[src/rtl/disp_pkg.sv]
// Shared types and constants for the seven-segment scan controller.
// Segment order is {g,f,e,d,c,b,a}; every pin is active-low.
package disp_pkg;

  typedef enum logic [1:0] {
    ST_OFF,
    ST_BLANK,
    ST_DRIVE
  } scan_state_e;

  typedef struct packed {
    logic [3:0] bcd;
    logic       dp;
  } snap_t;

  localparam logic AN_ON   = 1'b0;
  localparam logic AN_OFF  = 1'b1;
  localparam logic DP_ON   = 1'b0;
  localparam logic DP_OFF  = 1'b1;

  localparam logic [6:0] SEG_0     = 7'b1000000;
  localparam logic [6:0] SEG_1     = 7'b1111001;
  localparam logic [6:0] SEG_2     = 7'b0100100;
  localparam logic [6:0] SEG_3     = 7'b0110000;
  localparam logic [6:0] SEG_4     = 7'b0011001;
  localparam logic [6:0] SEG_5     = 7'b0010010;
  localparam logic [6:0] SEG_6     = 7'b0000010;
  localparam logic [6:0] SEG_7     = 7'b1111000;
  localparam logic [6:0] SEG_8     = 7'b0000000;
  localparam logic [6:0] SEG_9     = 7'b0010000;
  localparam logic [6:0] SEG_BLANK = 7'b1111111;

endpackage

[src/rtl/bcd_to_seg7.sv]
// Combinational BCD nibble to active-low seven-segment pattern.
// Codes 10..15 render as a dark digit.
module bcd_to_seg7
  import disp_pkg::*;
(
  input  logic [3:0] bcd,
  output logic [6:0] seg
);

  always_comb begin
    seg = SEG_BLANK;
    unique case (bcd)
      4'd0:    seg = SEG_0;
      4'd1:    seg = SEG_1;
      4'd2:    seg = SEG_2;
      4'd3:    seg = SEG_3;
      4'd4:    seg = SEG_4;
      4'd5:    seg = SEG_5;
      4'd6:    seg = SEG_6;
      4'd7:    seg = SEG_7;
      4'd8:    seg = SEG_8;
      4'd9:    seg = SEG_9;
      default: seg = SEG_BLANK;
    endcase
  end

endmodule

[src/rtl/disp_scan_ctrl.sv]
// Multiplexed scan controller for a common-anode seven-segment display.
// Define DISP_SCAN_BLINK_EN to add per-digit blinking (i_blink_mask).
module disp_scan_ctrl
  import disp_pkg::*;
#(
  parameter int SOURCE_CLOCK = 100_000_000,
  parameter int SCAN_FREQ    = 400,
  parameter int NUM_DIGITS   = 6,
  parameter int BLANK_CYCLES = 1000
`ifdef DISP_SCAN_BLINK_EN
  ,
  parameter int BLINK_FRAMES = 33
`endif
) (
  input  logic                    i_clk,
  input  logic                    i_rst,
  input  logic                    i_en,
  input  logic [4*NUM_DIGITS-1:0] i_bcd,
  input  logic [NUM_DIGITS-1:0]   i_dp,
`ifdef DISP_SCAN_BLINK_EN
  input  logic [NUM_DIGITS-1:0]   i_blink_mask,
`endif
  output logic [NUM_DIGITS-1:0]   o_an,
  output logic [6:0]              o_seg,
  output logic                    o_dp,
  output logic                    o_frame
);

  localparam int TICK_MAX = SOURCE_CLOCK / SCAN_FREQ;
  localparam int CW = (TICK_MAX > 1) ? $clog2(TICK_MAX) : 1;
  localparam logic [CW-1:0] CNT_LAST = CW'(TICK_MAX - 1);
  localparam logic [CW-1:0] BLK_LAST = CW'(BLANK_CYCLES - 1);
  localparam logic [2:0] DIG_LAST = 3'(NUM_DIGITS - 1);

  if (BLANK_CYCLES < 1 || BLANK_CYCLES >= TICK_MAX) begin : g_bad_blank
    $error("disp_scan_ctrl: BLANK_CYCLES out of range");
  end
  if (NUM_DIGITS < 1 || NUM_DIGITS > 8) begin : g_bad_digits
    $error("disp_scan_ctrl: NUM_DIGITS out of range");
  end

  scan_state_e state, state_nxt;
  logic [CW-1:0] cnt, cnt_nxt;
  logic [2:0] digit, digit_nxt;
  snap_t snap, snap_nxt;
  logic load;
  logic hide;
  logic frame_nxt;
  logic [NUM_DIGITS-1:0] an_nxt;
  logic [6:0] seg_nxt, seg_dec;
  logic dp_nxt;

  bcd_to_seg7 u_dec (
    .bcd (snap.bcd),
    .seg (seg_dec)
  );

  // Enable dominates; a fresh enable always restarts at digit 0.
  always_comb begin
    state_nxt = state;
    cnt_nxt   = cnt;
    digit_nxt = digit;
    load      = 1'b0;
    priority case (1'b1)
      !i_en: begin
        state_nxt = ST_OFF;
        cnt_nxt   = '0;
        digit_nxt = '0;
      end
      (state == ST_OFF): begin
        state_nxt = ST_BLANK;
        cnt_nxt   = '0;
        digit_nxt = '0;
        load      = 1'b1;
      end
      (state == ST_BLANK): begin
        cnt_nxt = cnt + 1'b1;
        if (cnt == BLK_LAST) state_nxt = ST_DRIVE;
      end
      default: begin
        if (cnt == CNT_LAST) begin
          state_nxt = ST_BLANK;
          cnt_nxt   = '0;
          digit_nxt = (digit == DIG_LAST) ? 3'd0 : digit + 3'd1;
          load      = 1'b1;
        end else begin
          cnt_nxt = cnt + 1'b1;
        end
      end
    endcase
  end

  always_comb begin
    snap_nxt = snap;
    if (load) begin
      snap_nxt.bcd = i_bcd[int'(digit_nxt)*4 +: 4];
      snap_nxt.dp  = i_dp[digit_nxt];
    end
  end

  assign frame_nxt = load && (digit_nxt == 3'd0);

  always_comb begin
    an_nxt  = {NUM_DIGITS{AN_OFF}};
    seg_nxt = SEG_BLANK;
    dp_nxt  = DP_OFF;
    if (state_nxt == ST_DRIVE) begin
      if (!hide) an_nxt = ~(NUM_DIGITS'(1) << digit_nxt);
      seg_nxt = seg_dec;
      dp_nxt  = snap.dp ? DP_ON : DP_OFF;
    end
  end

  always_ff @(posedge i_clk) begin
    if (i_rst) begin
      state   <= ST_OFF;
      cnt     <= '0;
      digit   <= '0;
      snap    <= '{bcd: 4'hF, dp: 1'b0};
      o_an    <= {NUM_DIGITS{AN_OFF}};
      o_seg   <= SEG_BLANK;
      o_dp    <= DP_OFF;
      o_frame <= 1'b0;
    end else begin
      state   <= state_nxt;
      cnt     <= cnt_nxt;
      digit   <= digit_nxt;
      snap    <= snap_nxt;
      o_an    <= an_nxt;
      o_seg   <= seg_nxt;
      o_dp    <= dp_nxt;
      o_frame <= frame_nxt;
    end
  end

`ifdef DISP_SCAN_BLINK_EN
  localparam int FW = $clog2(BLINK_FRAMES + 1);
  logic [FW-1:0] fcnt;
  logic phase;
  logic mask_snap;

  // Phase flips once BLINK_FRAMES whole frames have been shown.
  always_ff @(posedge i_clk) begin
    if (i_rst) begin
      fcnt      <= '0;
      phase     <= 1'b0;
      mask_snap <= 1'b0;
    end else begin
      if (load) mask_snap <= i_blink_mask[digit_nxt];
      if (frame_nxt) begin
        if (fcnt == FW'(BLINK_FRAMES)) begin
          fcnt  <= FW'(1);
          phase <= ~phase;
        end else begin
          fcnt <= fcnt + 1'b1;
        end
      end
    end
  end

  assign hide = phase & mask_snap;
`else
  assign hide = 1'b0;
`endif

endmodule

[config.mk]
export PLATFORM = sky130hd
export DESIGN_NAME = disp_scan_ctrl
export DESIGN_NICKNAME = d
export VERILOG_FILES = /design/src/rtl/disp_pkg.sv /design/src/rtl/bcd_to_seg7.sv /design/src/rtl/disp_scan_ctrl.sv
export SDC_FILE = /design/constraint.sdc
export NUM_CORES = 1
export LEC_CHECK = 0
export ABC_AREA = 1
export BUFFER_PORTS_ARGS = -buffer_cell sky130_fd_sc_hd__buf_2
export CORE_MARGIN = 2
export CORE_UTILIZATION = 54
export DETAILED_ROUTE_END_ITERATION = 7
export PLACE_DENSITY = 0.79
export SYNTH_ARGS = -nofsm -noshare
export SYNTH_HDL_FRONTEND = slang
export SYNTH_SLANG_ARGS = --single-unit
[constraint.sdc]
create_clock -name i_clk -period 2.31 [get_ports i_clk]
set_input_delay 0.693 -clock i_clk [delete_from_list [all_inputs] [get_ports i_clk]]
set_output_delay 0.693 -clock i_clk [all_outputs]
set_load 0.01 [all_outputs]
==> impl_metrics.tcl <==
set metrics [dict create \
    slew_headroom_pct 69.99 \
    synth_top_area_share_pct 39.22 \
    synth_xor_area_share_pct 3.592 \
    antenna_found_initial 0 \
    synthMuxAreaShare_pct 0 \
    min_path_type "reg -> reg" \
    clockBufferDepth 2 \
    synth_seq_cells 43 \
    dp_hpwl_mm 3.510 \
    critPathKind "reg -> reg" \
    wl_per_cell_um 11.05 \
    grt_pass1_wl_mm 7.534 \
    irDropWorstVdd_uv 277.0 \
    synth_adder_area_share_pct 3.421 \
    overflow 0 \
    fillCellCount 355 \
    clock_sinks 43 \
    fin_crit_sh_pct 89.18 \
    synthSimpleGateAreaFrac_pct 39.00 \
    viasPerCell 5.057 \
    drc 0 \
    drive_gt1_share_pct 23.91 \
    drv_slew 0 \
    final_cells 418 \
    gp_congestion 0.8926 \
    dieArea_um2 4590 \
    die_w_um 67.75 \
    worst_slew_pin_slew_ns 0.4491 \
    finalHoldViolCount 0 \
    drv_cap 0 \
    port_buffers 47 \
    track_usage_pct 21.48 \
    fin_area_um2 2619 \
    fin_setup_tns_ns 0 \
    diodes 0 \
    clk_pin_slew_worst_paths_ns 0.08 \
    num_io_pins 48 \
    numCtsBuffers 5 \
    power_mw 1.314 \
    min_period_ns 2.060 \
    synth_top_family_by_area "simple AND/OR/NAND/NOR gates" \
    core-area_um2 3943 \
    antenna_left 0 \
    drt-initial-drc-count 101 \
    netlist_area_um2 2195 \
    start_util_pct 55.66 \
    dpl_worst_slack_ns 0.1546 \
    synth_largest_area_cell "dfxtp_1" \
    final-setup-viol-count 0 \
    dp_cells 404 \
    vias 2114 \
    num-nets-final 406 \
    slowest_stage "dfxtp_1" \
    critPathMostFrequentCell "nand2_1" \
    hold_buffers 0 \
    synth.area.top_cells "dfxtp_1 (39%), nand2_1 (16%), nor2_1 (6.2%)" \
    grt_setup_unrepaired "true" \
    root_buffer "clkbuf_8" \
    htree_levels 2 \
    syn_inst 311 \
    cp_data_required_time_ns 2.50 \
    startpoint_type "flip-flop" \
    end_kind "flip-flop" \
    die_h_um 67.75 \
    placed_area_um2 2467 \
    syn-num-nets 350 \
    yosys_warnings 0 \
    totalWireLength_mm 4.620 \
    max_freq_ghz 0.4854 \
    grt_max_degree 17 \
    synth_compound_area_share_pct 7.355 \
    p_leak_nw 1.120 \
    status "complete, no violations" \
    avgSynthCellArea_um2 7.057 \
    slowest_delay_ns 0.36 \
    fin_skew_ns 0.006787 \
    layout_setup_ws_ns 0.2499 \
    drt_pass1_iterations 4 \
    tritoncts "built" \
    cellPowerDensity_nw_per_um2 501.6 \
    grt_pass1_vias 1806 \
    placementRows 23 \
    critPathArrivalTime_ns 2.25 \
    syn_to_final_growth_pct 19.33 \
    crit_chain "ha_1 > nand2_1 > inv_2 > nand2_1 > nor2_2 > inv_2 > nor2_4 > nand2_1 > nand2_1 > nand3_1 > a21oi_2 > buf_4 > a21oi_1 > o21ai_1 > nand2_1" \
    ys_seq_area_share_pct 39.22 \
    ys_types 33 \
    insertion_delay_ns 0.29 \
    cp_max_fo 8 \
]
-- sequential cells by signal, summed over array words and instances, names as in the netlist --
name and count:
snap 5, state 2, o_dp 1, cnt 18
digit 3, o_frame 1, o_seg 7, o_an 6
-- metrics by stage --
stage	hold slack (ns)	util [%]
after floorplan	0.3653	-
after global placement	0.3941	62.58
after detailed placement	0.3992	62.58
after CTS	0.4244	64.65
after global routing	0.4474	66.42
final	0.4311	66.42
-- repair_timing --
item | 4_1_cts | 5_1_grt
resized for setup | 0 | 6
buffers inserted | 0 | 6
setup endpoints to repair | 0 | 12
-- cells by family (layout without fill, tap and decap cells) --
kind of cell             Yosys count  count (layout)
AO/OA/AOI/OAI                     29              29
XOR/XNOR                           9               9
adder cells (fa/ha/maj)            6               6
buffers and inverters             38              95
flip-flops                        43              43
AND/OR/NAND/NOR                  186             186
-- layer usage --
metal  global-route usage, %  wire length [um]  up-vias
li1                        -                 -     1107
met1                   27.19              2143      944
met2                   35.78              2189       57
met3                   4.333               232        6
met4                   8.163                55        0
met5                       0                 0        -
-- power by group --
part	switching (mW)	internal (mW)
Sequential	0.00875	0.749
Combinational	0.0575	0.0456
Clock	0.240	0.212
Total	0.306	1.01
-- path summary, 6_finish.rpt --
check / end / slack (ns) / startpoint / cells after the start
max: snap[4] / 0.25 / cnt[0] / 15
min: o_dp / 0.43 / snap[0] / 1
max reg2reg: snap[4] / 0.25 / cnt[0] / 15
min reg2reg: o_dp / 0.43 / snap[0] / 1
-- worst max-delay path: cells and delay by family, from the launching register on --
family	cells	cell delay [ns]
flops	1	0.36
compound gates	3	0.38
simple gates	8	0.71
buf+inv	3	0.32
fa+ha+maj	1	0.17
-- cells in the mapped netlist (all sizes together) --
master / instances
inv: 31
xnor2: 2
a21oi: 17
nor3b: 3
ha: 6
nand4: 7
nor3: 11
xor2: 7
nand2: 97
clkinv: 1
nand3: 21
nor2: 42
a211oi: 2
o21ai: 8
o221ai: 1
clkbuf: 2
o21bai: 1
dfxtp: 43
nor4: 3
or2: 2
buf: 4
-- area by class of cell --
cell class | count | area, um^2 | area share [%]
Clock inverter | 1 | 5.005 | 0.1911
Tap cell | 50 | 62.56 | 2.389
Timing Repair Buffer | 55 | 295.3 | 11.28
Sequential cell | 43 | 860.8 | 32.87
Multi-Input combinational cell | 230 | 1194 | 45.58
Clock buffer | 7 | 76.32 | 2.914
Inverter | 32 | 125.1 | 4.778
-- placed cells by master, fill, tap and decap left out, drive strengths merged, types with 8 or more instances in the layout --
cell	n
inv	31
a21oi	17
nor2	42
dfxtp	43
nor3	11
nand2	97
o21ai	8
buf	55
nand3	21
Note: power is estimated with default switching activity, not from simulation.
